<file path="src/rtl/memory_bus_master_if.sv">
// Bus bundle for memory_bus_master: requester-side handshake plus the
// memory-side address/data/strobe lines. The master modport is the view
// of memory_bus_master; the slave modport is the view of everything
// attached to it (requester and memory device together).
interface memory_bus_master_if;
  logic        REQ;
  logic        REQ_WR;
  logic        REQ_BYTE;
  logic        REQ_LANE;
  logic [15:0] ADDR_IN;
  logic [15:0] WDATA;
  logic [15:0] RDATA;
  logic        BUSY;
  logic        DONE;
  logic        ERR;
  logic [15:0] ADDR;
  logic [15:0] DOUT;
  logic [15:0] DIN;
  logic        RDN;
  logic        WR0N;
  logic        WR1N;

  modport master (
    input  REQ, REQ_WR, REQ_BYTE, REQ_LANE, ADDR_IN, WDATA, DIN,
    output RDATA, BUSY, DONE, ERR, ADDR, DOUT, RDN, WR0N, WR1N
  );

  modport slave (
    output REQ, REQ_WR, REQ_BYTE, REQ_LANE, ADDR_IN, WDATA, DIN,
    input  RDATA, BUSY, DONE, ERR, ADDR, DOUT, RDN, WR0N, WR1N
  );
endinterface

</file>
<file path="src/rtl/memory_bus_master.sv">
// memory_bus_master: single-access asynchronous-SRAM style bus master.
// Each accepted request runs SETUP (address/data valid, strobes high),
// STROBE (WAIT_CYCLES+1 cycles of active-low strobe) and HOLD (strobes
// high, DONE pulse), then returns to IDLE. All outputs are registered.
// Optional feature: define MEMBUS_ROM_PROTECT_EN to suppress the write
// strobes of any write below ROM_TOP and flag it with ERR alongside DONE.
module memory_bus_master #(
  parameter int unsigned WAIT_CYCLES = 1,
  parameter logic [15:0] ROM_TOP     = 16'h2000
) (
  input logic                 CLK,
  input logic                 RESET,
  memory_bus_master_if.master bus
);

`ifdef MEMBUS_ROM_PROTECT_EN
  localparam logic PROTECT_EN = 1'b1;
`else
  localparam logic PROTECT_EN = 1'b0;
`endif

  localparam logic [1:0] ST_IDLE   = 2'd0;
  localparam logic [1:0] ST_SETUP  = 2'd1;
  localparam logic [1:0] ST_STROBE = 2'd2;
  localparam logic [1:0] ST_HOLD   = 2'd3;

  // Counter load value: counts the STROBE cycles remaining after the current one.
  localparam logic [3:0] WAIT_LOAD = 4'(WAIT_CYCLES);

  logic [1:0]  state_q, state_d;
  logic [3:0]  cnt_q, cnt_d;
  logic [15:0] addr_q, addr_d;
  logic [15:0] dout_q, dout_d;
  logic [15:0] rdata_q, rdata_d;
  logic        wr_q, wr_d;
  logic        byte_q, byte_d;
  logic        lane_q, lane_d;
  logic        prot_q, prot_d;
  logic        rdn_q, rdn_d;
  logic        wr0n_q, wr0n_d;
  logic        wr1n_q, wr1n_d;
  logic        busy_q, busy_d;
  logic        done_q, done_d;
  logic        err_q, err_d;
  logic        prot_s;

  // Decide at acceptance whether this write targets protected ROM space.
  always_comb begin
    prot_s = PROTECT_EN && bus.REQ_WR && (bus.ADDR_IN < ROM_TOP);
  end

  // Next-state and next-output logic for the access sequencer.
  always_comb begin
    state_d = state_q;
    cnt_d   = cnt_q;
    addr_d  = addr_q;
    dout_d  = dout_q;
    rdata_d = rdata_q;
    wr_d    = wr_q;
    byte_d  = byte_q;
    lane_d  = lane_q;
    prot_d  = prot_q;
    rdn_d   = rdn_q;
    wr0n_d  = wr0n_q;
    wr1n_d  = wr1n_q;
    busy_d  = busy_q;
    done_d  = 1'b0;
    err_d   = 1'b0;
    case (state_q)
      ST_IDLE: begin
        if (bus.REQ) begin
          state_d = ST_SETUP;
          addr_d  = bus.ADDR_IN;
          // A byte write replicates the byte on both lanes so either strobe sees it.
          dout_d  = bus.REQ_BYTE ? {bus.WDATA[7:0], bus.WDATA[7:0]} : bus.WDATA;
          wr_d    = bus.REQ_WR;
          byte_d  = bus.REQ_BYTE;
          lane_d  = bus.REQ_LANE;
          prot_d  = prot_s;
          busy_d  = 1'b1;
        end else begin
          busy_d  = 1'b0;
        end
      end
      ST_SETUP: begin
        state_d = ST_STROBE;
        cnt_d   = WAIT_LOAD;
        rdn_d   = wr_q;
        wr0n_d  = ~(wr_q & ~prot_q & (~byte_q | ~lane_q));
        wr1n_d  = ~(wr_q & ~prot_q & (~byte_q |  lane_q));
      end
      ST_STROBE: begin
        if (cnt_q == 4'd0) begin
          state_d = ST_HOLD;
          rdn_d   = 1'b1;
          wr0n_d  = 1'b1;
          wr1n_d  = 1'b1;
          done_d  = 1'b1;
          err_d   = prot_q;
          if (!wr_q) begin
            if (byte_q) begin
              rdata_d = lane_q ? {8'h00, bus.DIN[15:8]} : {8'h00, bus.DIN[7:0]};
            end else begin
              rdata_d = bus.DIN;
            end
          end else begin
            rdata_d = rdata_q;
          end
        end else begin
          cnt_d = cnt_q - 4'd1;
        end
      end
      ST_HOLD: begin
        state_d = ST_IDLE;
        busy_d  = 1'b0;
      end
      default: begin
        state_d = ST_IDLE;
        busy_d  = 1'b0;
        rdn_d   = 1'b1;
        wr0n_d  = 1'b1;
        wr1n_d  = 1'b1;
      end
    endcase
  end

  // State and output registers; reset drives the bus to its safe idle levels at once.
  always_ff @(posedge CLK or posedge RESET) begin
    if (RESET) begin
      state_q <= ST_IDLE;
      cnt_q   <= 4'd0;
      addr_q  <= 16'h0000;
      dout_q  <= 16'h0000;
      rdata_q <= 16'h0000;
      wr_q    <= 1'b0;
      byte_q  <= 1'b0;
      lane_q  <= 1'b0;
      prot_q  <= 1'b0;
      rdn_q   <= 1'b1;
      wr0n_q  <= 1'b1;
      wr1n_q  <= 1'b1;
      busy_q  <= 1'b0;
      done_q  <= 1'b0;
      err_q   <= 1'b0;
    end else begin
      state_q <= state_d;
      cnt_q   <= cnt_d;
      addr_q  <= addr_d;
      dout_q  <= dout_d;
      rdata_q <= rdata_d;
      wr_q    <= wr_d;
      byte_q  <= byte_d;
      lane_q  <= lane_d;
      prot_q  <= prot_d;
      rdn_q   <= rdn_d;
      wr0n_q  <= wr0n_d;
      wr1n_q  <= wr1n_d;
      busy_q  <= busy_d;
      done_q  <= done_d;
      err_q   <= err_d;
    end
  end

  assign bus.RDATA = rdata_q;
  assign bus.BUSY  = busy_q;
  assign bus.DONE  = done_q;
  assign bus.ERR   = err_q;
  assign bus.ADDR  = addr_q;
  assign bus.DOUT  = dout_q;
  assign bus.RDN   = rdn_q;
  assign bus.WR0N  = wr0n_q;
  assign bus.WR1N  = wr1n_q;

endmodule

</file>
<file path="src/flat_wrapper.sv">
// flat-port wrapper written by rule: the top's interface ports become plain ports
module memory_bus_master_flat 
#(
  parameter int unsigned WAIT_CYCLES = 1,
  parameter logic [15:0] ROM_TOP     = 16'h2000
)
  (CLK, RESET, bus_REQ, bus_REQ_WR, bus_REQ_BYTE, bus_REQ_LANE, bus_ADDR_IN, bus_WDATA, bus_DIN, bus_RDATA, bus_BUSY, bus_DONE, bus_ERR, bus_ADDR, bus_DOUT, bus_RDN, bus_WR0N, bus_WR1N);
  memory_bus_master_if bus_i ();
  input logic CLK;
  input logic RESET;
  input wire logic [$bits(bus_i.REQ)-1:0] bus_REQ;
  input wire logic [$bits(bus_i.REQ_WR)-1:0] bus_REQ_WR;
  input wire logic [$bits(bus_i.REQ_BYTE)-1:0] bus_REQ_BYTE;
  input wire logic [$bits(bus_i.REQ_LANE)-1:0] bus_REQ_LANE;
  input wire logic [$bits(bus_i.ADDR_IN)-1:0] bus_ADDR_IN;
  input wire logic [$bits(bus_i.WDATA)-1:0] bus_WDATA;
  input wire logic [$bits(bus_i.DIN)-1:0] bus_DIN;
  output wire logic [$bits(bus_i.RDATA)-1:0] bus_RDATA;
  output wire logic [$bits(bus_i.BUSY)-1:0] bus_BUSY;
  output wire logic [$bits(bus_i.DONE)-1:0] bus_DONE;
  output wire logic [$bits(bus_i.ERR)-1:0] bus_ERR;
  output wire logic [$bits(bus_i.ADDR)-1:0] bus_ADDR;
  output wire logic [$bits(bus_i.DOUT)-1:0] bus_DOUT;
  output wire logic [$bits(bus_i.RDN)-1:0] bus_RDN;
  output wire logic [$bits(bus_i.WR0N)-1:0] bus_WR0N;
  output wire logic [$bits(bus_i.WR1N)-1:0] bus_WR1N;
  assign bus_i.REQ = bus_REQ;
  assign bus_i.REQ_WR = bus_REQ_WR;
  assign bus_i.REQ_BYTE = bus_REQ_BYTE;
  assign bus_i.REQ_LANE = bus_REQ_LANE;
  assign bus_i.ADDR_IN = bus_ADDR_IN;
  assign bus_i.WDATA = bus_WDATA;
  assign bus_i.DIN = bus_DIN;
  assign bus_RDATA = bus_i.RDATA;
  assign bus_BUSY = bus_i.BUSY;
  assign bus_DONE = bus_i.DONE;
  assign bus_ERR = bus_i.ERR;
  assign bus_ADDR = bus_i.ADDR;
  assign bus_DOUT = bus_i.DOUT;
  assign bus_RDN = bus_i.RDN;
  assign bus_WR0N = bus_i.WR0N;
  assign bus_WR1N = bus_i.WR1N;
  memory_bus_master #(.WAIT_CYCLES(WAIT_CYCLES), .ROM_TOP(ROM_TOP)) u_core (.CLK(CLK), .RESET(RESET), .bus(bus_i));
endmodule
</file>
<file path="config.mk">
export PLATFORM = sky130hd
export DESIGN_NAME = memory_bus_master_flat
export DESIGN_NICKNAME = d
export VERILOG_FILES = /design/src/rtl/memory_bus_master_if.sv /design/src/rtl/memory_bus_master.sv /design/src/flat_wrapper.sv
export SDC_FILE = /design/constraint.sdc
export NUM_CORES = 1
export LEC_CHECK = 0
export ABC_AREA = 1
export CAP_MARGIN = 10
export CORE_ASPECT_RATIO = 0.5
export CORE_MARGIN = 2
export CORE_UTILIZATION = 56
export CTS_CLUSTER_SIZE = 24
export DETAILED_ROUTE_END_ITERATION = 12
export DONT_BUFFER_PORTS = 1
export PLACE_DENSITY_LB_ADDON = 0.15
export SETUP_SLACK_MARGIN = 0.1
export SLEW_MARGIN = 15
export SYNTH_ARGS = -nofsm -noshare
export SYNTH_HDL_FRONTEND = slang
export SYNTH_SLANG_ARGS = --single-unit
</file>
<file path="constraint.sdc">
create_clock -name CLK -period 1.8 [get_ports CLK]
set_clock_uncertainty 0.05 [all_clocks]
set_input_delay 0.36 -clock CLK [delete_from_list [all_inputs] [get_ports CLK]]
set_output_delay 0.36 -clock CLK [all_outputs]
set_load 0.01 [all_outputs]
</file>
# Word level (Yosys, flattened, before mapping)
# Cells that the tools add are included.
[classes]
add_sub_neg = 1
eq_ne = 6
n_mux = 16
bitwise_logic = 9
n_reduce_logical = 9
[op_table]
columns = ["cell", "count"]
rows = [
  ["two-way mux 16 bit", 2],
  ["two-way mux 8 bit", 1],
  ["case mux 1 bit (2 select lines)", 4],
  ["case mux 2 bit (4 select lines)", 1],
  ["case mux 4 bit (2 select lines)", 1],
  ["AND reduction 2 bit", 4],
  ["NOT 1 bit", 5],
  ["equality test 2 bit, second input constant", 2],
  ["zero test 4 bit", 1],
  ["two-way mux 1 bit", 4],
  ["two-way mux 2 bit", 2],
  ["two-way mux 4 bit", 1],
  ["!= test 2 bit, second input constant", 2],
  ["nonzero test 2 bit", 2],
  ["subtractor 4 x 1 -> 4 bit, second input constant", 1],
  ["AND reduction 3 bit", 1],
  ["AND 1 bit", 2],
  ["equality test 2 x 1 -> 1 bit, second input constant", 1],
  ["zero test 2 bit", 1],
  ["!= test 2 x 1 -> 1 bit, second input constant", 1],
  ["bitwise OR 1 bit", 2],
]
[word_totals]
ff_bits = 62
in_bits = 54
elab_cells = 54

# Depth between registers and ports, before layout
# Gate-level depths: netlist of the first run.
[logic_depth]
depth_word = 5
mapped_depth = 8
ltp_nobuf = 8

# Worst setup path before layout of the first run
# Ideal clock, no wire load.
[synth_path]
path_kind = "reg2reg"
startpoint = "reg u_core.state_q[0]"
endpoint = "reg u_core.rdata_q[14] (netlist: u_core.bus.RDATA[14])"
arrival_ns = 1.245
slack_ns = 0.388
path_stages_with_launch = 9
period_less_slack_ns = 1.412
path_cell_list = "dfrtp_1 > inv_1 > ha_1 > inv_2 > nor2_4 > nand3_4 > buf_6 > nand2_2 > o21ai_2"
[synth_between]
elab_chain_cells = 2
[synth_rtl]
columns = ["element", "line_no", "text"]
rows = [
  ["start, declared", "memory_bus_master.sv:30", "logic [1:0] state_q, state_d;"],
  ["start signal, assigned", "memory_bus_master.sv:146", "state_q <= state_d;"],
  ["equality test 2 bit", "memory_bus_master.sv:69", "case (state_q)"],
  ["AND reduction 3 bit (no source line)", "--", ""],
  ["end signal, assigned", "memory_bus_master.sv:150", "rdata_q <= rdata_d;"],
  ["end, declared", "memory_bus_master.sv:34", "logic [15:0] rdata_q, rdata_d;"],
]
# Every way passes these cells.
# A chain may end at the register's enable or synchronous reset.

# Worst setup path in the final report of the first run
[layout_path]
startpoint = "reg u_core.cnt_q[0]"
endpoint = "reg u_core.cnt_q[1]"
[layout_between]
elab_chain_cells = 3
elab_cells_between_ends = 6
cone_classes = "add/sub (1); eq/ne (1); mux (2); reduce/logical (2)"
[layout_rtl]
columns = ["element", "line_no", "text"]
rows = [
  ["start, declared", "memory_bus_master.sv:31", "logic [3:0] cnt_q, cnt_d;"],
  ["start signal, assigned", "memory_bus_master.sv:147", "cnt_q <= cnt_d;"],
  ["subtractor 4 x 1 -> 4 bit / zero test 4 bit (equally long branches)", "memory_bus_master.sv:110, memory_bus_master.sv:93", ""],
  ["two-way mux 4 bit / != test 2 bit (equally long branches)", "--", ""],
  ["case mux 4 bit (2 select lines) / AND reduction 2 bit (equally long branches)", "--", ""],
]
# Several ways; a longest one is shown, not always the timed one. The select of a mux whose other input is x is not followed.

==> flow_metrics.env, run 1 <==
export IMPL_cts_clk_slew_worst_paths_ns=0.07
export IMPL_hold_path_class="input pin to flop"
export IMPL_antenna_found_initial=0
export IMPL_synth_seq_area_share=0.558
export IMPL_yosysUniqueCellTypes=24
export IMPL_p_clk_frac=0.228
export IMPL_drtIter0Drc=124
export IMPL_ys_seq_elements=62
export IMPL_die_area_um2=5590
export IMPL_port_buffers=0
export IMPL_hold_end="u_core.bus.ADDR[12]"
export IMPL_worst_slew_pin_slew_ns=0.549
export IMPL_die_w_um=104
export IMPL_path_buf_inv=2
export IMPL_period_needed_ns=1.58
export IMPL_grt_pass1_wl_mm=9.49
export IMPL_grt_ovfl_total=0
export IMPL_drc_errors=0
export IMPL_worstSetupEndpointType="flop"
export IMPL_yosysWarnings=0
export IMPL_core_um2=4860
export IMPL_drv_cap=0
export IMPL_fp_row_count=18
export IMPL_slew_headroom=0.633
export IMPL_power_switching_uw=2480
export IMPL_drive_above_1_share=0.142
export IMPL_switching_share=0.402
export IMPL_slowest_delay_ns=0.42
export IMPL_seq_power_share=0.476
export IMPL_grt_setup_unrepaired="yes"
export IMPL_cts_tree="done"
export IMPL_syn_inst=331
export IMPL_grt_pass1_vias=2019
export IMPL_drv_slew=0
export IMPL_crit_slowest_cell="ha_1"
export IMPL_cp_arrival_ns=1.74
export IMPL_grt_max_degree=26
export IMPL_track_usage=0.227
export IMPL_h_tree_depth=3
export IMPL_tns_ns=0
export IMPL_nFillCells=438
export IMPL_hp_start="bus_ADDR_IN[12]"
export IMPL_run_status="finished clean"
export IMPL_clockBufferDepth=2
export IMPL_syn_avg_cell_area_um2=8.42
export IMPL_place_congestion=0.828
export IMPL_ir_worst_vdd_mv=0.926
export IMPL_clock_sinks=62
export IMPL_r2r_slack_ns=0.22
export IMPL_required_ns=1.96
export IMPL_finalInstanceArea_um2=3160
export IMPL_area_delta_synth_final_pct=13.2
export IMPL_r2r_end="u_core.cnt_q[1]"
export IMPL_pin_count=108
export IMPL_worst_skew_pair_late_latency_ns=0.32
export IMPL_cp_common_cell="nand2_1"
export IMPL_power_density_nw_per_um2=1950
export IMPL_holdWs_ns=0.0945
export IMPL_fmax_mhz=634
export IMPL_netlist_area_um2=2790
export IMPL_numCtsBuffers=9
export IMPL_finalSetupViolCount=0
export IMPL_worstPathMaxFanout=9
export IMPL_n_antenna_cell=0
export IMPL_post_drt_via_cell_ratio=5.17
export IMPL_first_pass_iters=4
export IMPL_wl_mm=6.15
export IMPL_critPathKind="flop to flop"
export IMPL_drtAntennaViolNets=0
export IMPL_placed_cell_area_um2=2870
export IMPL_rr_worst_depth=7
export IMPL_dp_hpwl_mm=4.33
export IMPL_start_kind="flop"
export IMPL_internal_power_uw=3680
export IMPL_wl_per_cell_um=14.9
export IMPL_die_h_um=53.9
export IMPL_whs_path_depth=2
export IMPL_synth_nets=391
export IMPL_vias=2142
export IMPL_critPathTopFamily="adder cells"
export IMPL_cts_root_buf="clkbuf_8"
export IMPL_r2r_start="u_core.cnt_q[0]"
export IMPL_period_share=0.876
export IMPL_hold_viol_final=0
export IMPL_leakagePower_uw=0.00166
export IMPL_cp_cell_sequence="inv_1 > ha_1 > nand2_1 > nand2_2 > inv_1 > nand2_1 > nand2_1"
export IMPL_nets=399
export IMPL_start_util=0.573
export IMPL_comb_power_share=0.296
## metrics by stage
stage	std cells	setup WS, ns	util	total power [uW]
6_report	414	0.224	0.649	6150
5_1_grt	414	0.0628	0.649	6650
4_1_cts	413	0.138	0.643	6160
3_5_place_dp	395	0.0461	0.591	4700
3_3_place_gp	395	0.172	0.591	4580
2_1_floorplan	331	0.388	-	4240
## flip-flops by register name, indices dropped and copies added, names as in the netlist, 2 cells and up
name / count
u_core.bus.RDATA: 16
u_core.state_q: 2
u_core.bus.DOUT: 16
u_core.cnt_q: 4
u_core.bus.ADDR: 16
## power groups by stage
stage                     combinational (uW)  sequential (uW)  clock, uW
after floorplan                         1500             2740          0
after global placement                  1660             2920          0
after detailed placement                1760             2940          0
after CTS                               1790             2940       1430
after global routing                    2130             3020       1500
final                                   1820             2930       1400
## cells in the final DEF, fill, tap and decap left out, drive strengths merged, types with 2 or more instances in the layout
cell type,Yosys,routed
clkinv,1,2
clkbuf,2,13
o21ai,11,11
nor2,11,11
nand2,171,171
inv,15,14
dfrtp,59,59
ha,6,6
nand3,22,24
buf,10,6
a21oi,16,16
bufinv,0,2
dfstp,3,3
## cell families (layout without fill, tap and decap cells)
logic type               after synthesis  count (layout)  share of synthesized area
flip-flops                            62              62                      0.558
buffers and inverters                 28              39                     0.0485
AND/OR/NAND/NOR                      205             207                      0.300
other                                  1               1                    0.00135
adder cells (fa/ha/maj)                6               6                     0.0269
AO/OA/AOI/OAI                         28              28                     0.0619
XOR/XNOR                               1               1                    0.00314
## layer usage
metal  GRT usage  vias to the layer above  wire length [um]
met3       0.116                        2               573
li1            -                     1055                 -
met5           0                        -                 0
met1       0.268                      994              2730
met2       0.366                       91              2820
met4      0.0856                        0                16
## synth_stat cells (all sizes together)
master	n	area, um^2
or2	1	6.26
dfrtp	59	1480
a21oi	16	80.1
ha	6	75.1
o31ai	1	7.51
o21ai	11	85.1
nor2	11	51.3
buf	10	67.6
dfstp	3	78.8
conb	1	3.75
nand3	22	123
clkbuf	2	7.51
nand2	171	657
xor2	1	8.76
inv	15	56.3
clkinv	1	3.75
## how the worst max path moves through the flow
stage	from	to	cells past startpoint
6_report	u_core.cnt_q[0]	u_core.cnt_q[1]	7
5_1_grt	u_core.cnt_q[0]	u_core.state_q[1]	7
4_1_cts	u_core.state_q[0]	u_core.bus.RDATA[7]	7
3_5_place_dp	u_core.state_q[0]	u_core.bus.RDATA[3]	8
3_3_place_gp	u_core.state_q[0]	u_core.bus.RDATA[5]	8
2_1_floorplan	u_core.state_q[0]	u_core.bus.RDATA[14]	8
## area by class of cell
class / count / area, um^2 / share of cell area
multi-input combinational: 243 / 1130 / 0.359
inverter: 16 / 66.3 / 0.0210
timing repair buffer: 7 / 80.1 / 0.0254
sequential: 62 / 1560 / 0.493
clock inverter: 3 / 65.1 / 0.0206
tap: 70 / 87.6 / 0.0278
clock buffer: 13 / 169 / 0.0535
## timing repair
action,CTS,global route
endpoints found under the hold margin,19,0
endpoints found under the setup margin,8,20
resized for setup,0,4
cloned,1,1
buffers inserted,0,0
hold buffers,1,0
## worst reg2reg max path, delay by kind of cell, from the launching register on
kind	cells	cell delay, ns
adder cells (fa/ha/maj)	1	0.42
buffers and inverters	2	0.20
flip-flops	1	0.38
AND/OR/NAND/NOR	4	0.41
Note: power is estimated with default switching activity, not from simulation.
==> inputs of run 2 (changes only) <==
Settings changed: CAP_MARGIN 10 to not set, CELL_PAD_IN_SITES_DETAIL_PLACEMENT set to 1, CELL_PAD_IN_SITES_GLOBAL_PLACEMENT set to 2, CORE_UTILIZATION 56 to 31.
==> run 2 against run 1 <==
- register-to-register slack about the same
- global-route usage down 7.2 points
- final cell count up 10%
- critical path depth up 1
- sequential share of layout area down 1.1 points
- utilization down 28 points
- sequential power about the same
- first-iteration DRC count down 56%
- power up 4.3%
==> flow_metrics.env, run 2 (synthesis results as in run 1) <==
export IMPL_start_util=0.320
export IMPL_n_antenna_cell=0
export IMPL_place_congestion=0.716
export IMPL_numCtsBuffers=9
export IMPL_grt_ovfl_total=0
export IMPL_rr_worst_depth=8
export IMPL_grt_pass1_wl_mm=12.0
export IMPL_grt_max_degree=63
export IMPL_post_drt_via_cell_ratio=4.71
export IMPL_clockBufferDepth=2
export IMPL_die_h_um=71.1
export IMPL_period_needed_ns=1.57
export IMPL_path_buf_inv=3
export IMPL_wl_mm=7.33
export IMPL_final_cell_mix="nand2_1 (165), dfrtp_1 (59), nand3_1 (21)"
export IMPL_power_density_nw_per_um2=1990
export IMPL_period_share=0.872
export IMPL_tns_ns=0
export IMPL_crit_slowest_cell="dfrtp_1"
export IMPL_required_ns=1.95
export IMPL_hold_end="u_core.bus.ADDR[5]"
export IMPL_die_area_um2=9810
export IMPL_antenna_found_initial=0
export IMPL_finalSetupViolCount=0
export IMPL_wl_per_cell_um=16.0
export IMPL_critPathTopFamily="buffers and inverters"
export IMPL_leakagePower_uw=0.00168
export IMPL_nets=396
export IMPL_nFillCells=1035
export IMPL_port_buffers=0
export IMPL_area_delta_synth_final_pct=15.9
export IMPL_cp_cell_sequence="inv_1 > ha_2 > inv_2 > nor2_4 > nand3_4 > buf_6 > nand2_1 > o21ai_2"
export IMPL_final_common_cell="nand2_1"
export IMPL_start_kind="flop"
export IMPL_vias=2154
export IMPL_drtAntennaViolNets=0
export IMPL_clock_sinks=62
export IMPL_fp_row_count=24
export IMPL_total_power_uw=6420
export IMPL_h_tree_depth=3
export IMPL_track_usage=0.155
export IMPL_slowest_delay_ns=0.41
export IMPL_drv_cap=0
export IMPL_r2r_slack_ns=0.23
export IMPL_drv_slew=0
export IMPL_worst_skew_pair_late_latency_ns=0.32
export IMPL_drtIter0Drc=54
export IMPL_first_pass_iters=3
export IMPL_die_w_um=138
export IMPL_r2r_start="u_core.state_q[0]"
export IMPL_ir_worst_vdd_mv=0.590
export IMPL_holdWs_ns=0.0949
export IMPL_cts_clk_slew_worst_paths_ns=0.05
export IMPL_run_status="finished clean"
export IMPL_worstPathMaxFanout=21
export IMPL_pin_count=108
export IMPL_drive_above_1_share=0.135
export IMPL_drc_errors=0
export IMPL_hp_start="bus_ADDR_IN[5]"
export IMPL_r2r_end="u_core.bus.RDATA[13]"
export IMPL_whs_path_depth=2
export IMPL_hold_path_class="input pin to flop"
export IMPL_dp_hpwl_mm=5.30
export IMPL_fmax_mhz=637
export IMPL_grt_pass1_vias=2414
export IMPL_critPathKind="flop to flop"
export IMPL_cts_tree="done"
export IMPL_core_um2=8710
export IMPL_hold_viol_final=0
export IMPL_cts_root_buf="clkbuf_16"
export IMPL_grt_setup_unrepaired="no"
export IMPL_cp_arrival_ns=1.72
export IMPL_worstSetupEndpointType="flop"
[run 2: cell types whose count changed in the layout (fill, tap and decap cells not counted), sizes merged]
cell    before  now
buf          6    5
clkinv       2    5
bufinv       2    1
clkbuf      13   10
nand3       24   22
[run 2: worst max-delay path by stage]
stage,cells after the start,end,start,slack [ns]
2_1_floorplan,8,u_core.bus.RDATA[14],u_core.state_q[0],0.39
3_3_place_gp,8,u_core.bus.RDATA[11],u_core.state_q[0],0.24
3_5_place_dp,8,u_core.bus.RDATA[13],u_core.state_q[0],0.14
4_1_cts,8,u_core.bus.RDATA[13],u_core.state_q[0],0.13
5_1_grt,8,u_core.bus.RDATA[13],u_core.state_q[0],0.14
6_report,8,u_core.bus.RDATA[13],u_core.state_q[0],0.23
[run 2: through the flow]
step	cells	setup slack (ns)	utilization	cell area [um^2]
2_1_floorplan	331	0.388	-	2790
3_3_place_gp	441	0.238	0.336	2930
3_5_place_dp	441	0.145	0.336	2930
4_1_cts	457	0.131	0.370	3220
5_1_grt	457	0.135	0.371	3230
6_report	457	0.230	0.371	3230
[run 2: power by group]
| part | switching, uW | internal [uW] | leakage (uW) |
|---|---|---|---|
| logic | 1120 | 677 | 0.000774 |
| registers | 850 | 2100 | 0.000753 |
| clock network | 589 | 1090 | 0.000148 |
| total | 2560 | 3870 | 0.00168 |
[run 2: layer usage]
layer	GRT usage	routed length, um	up-vias
met5	0	0	-
met4	0.0340	15	0
met3	0.0860	715	2
met2	0.259	3460	76
met1	0.178	3140	1037
li1	-	-	1039
[run 2: area by class of cell]
cell class,count,area (um^2),area share
well taps,117,146,0.0453
inverters,16,63.8,0.0198
clock inverters,5,50.0,0.0155
clock buffers,10,239,0.0740
multi-input cells,241,1100,0.340
flip-flops and latches,62,1560,0.481
repair buffers,6,76.3,0.0236
[run 2: timing repair]
action	CTS	global route
hold endpoints to repair	59	0
setup endpoints to repair	0	13
gates resized for setup	0	2
setup buffers	0	0
hold buffers	1	0
[run 2: worst reg2reg max path, stage by stage (launching register included)]
cell	delay, ns
dfrtp_1	0.41
inv_1	0.13
ha_2	0.24
inv_2	0.08
nor2_4	0.10
nand3_4	0.10
buf_6	0.20
nand2_1	0.09
o21ai_2	0.05
==> inputs of run 3 (changes only) <==
Settings changed: SKIP_CTS_REPAIR_TIMING set to 1.
==> results of run 3 <==
No change in the layout: final DEF, timing and power equal those of run 2.
Main changes from that run: via count of the first global-routing pass 2414 -> 2412
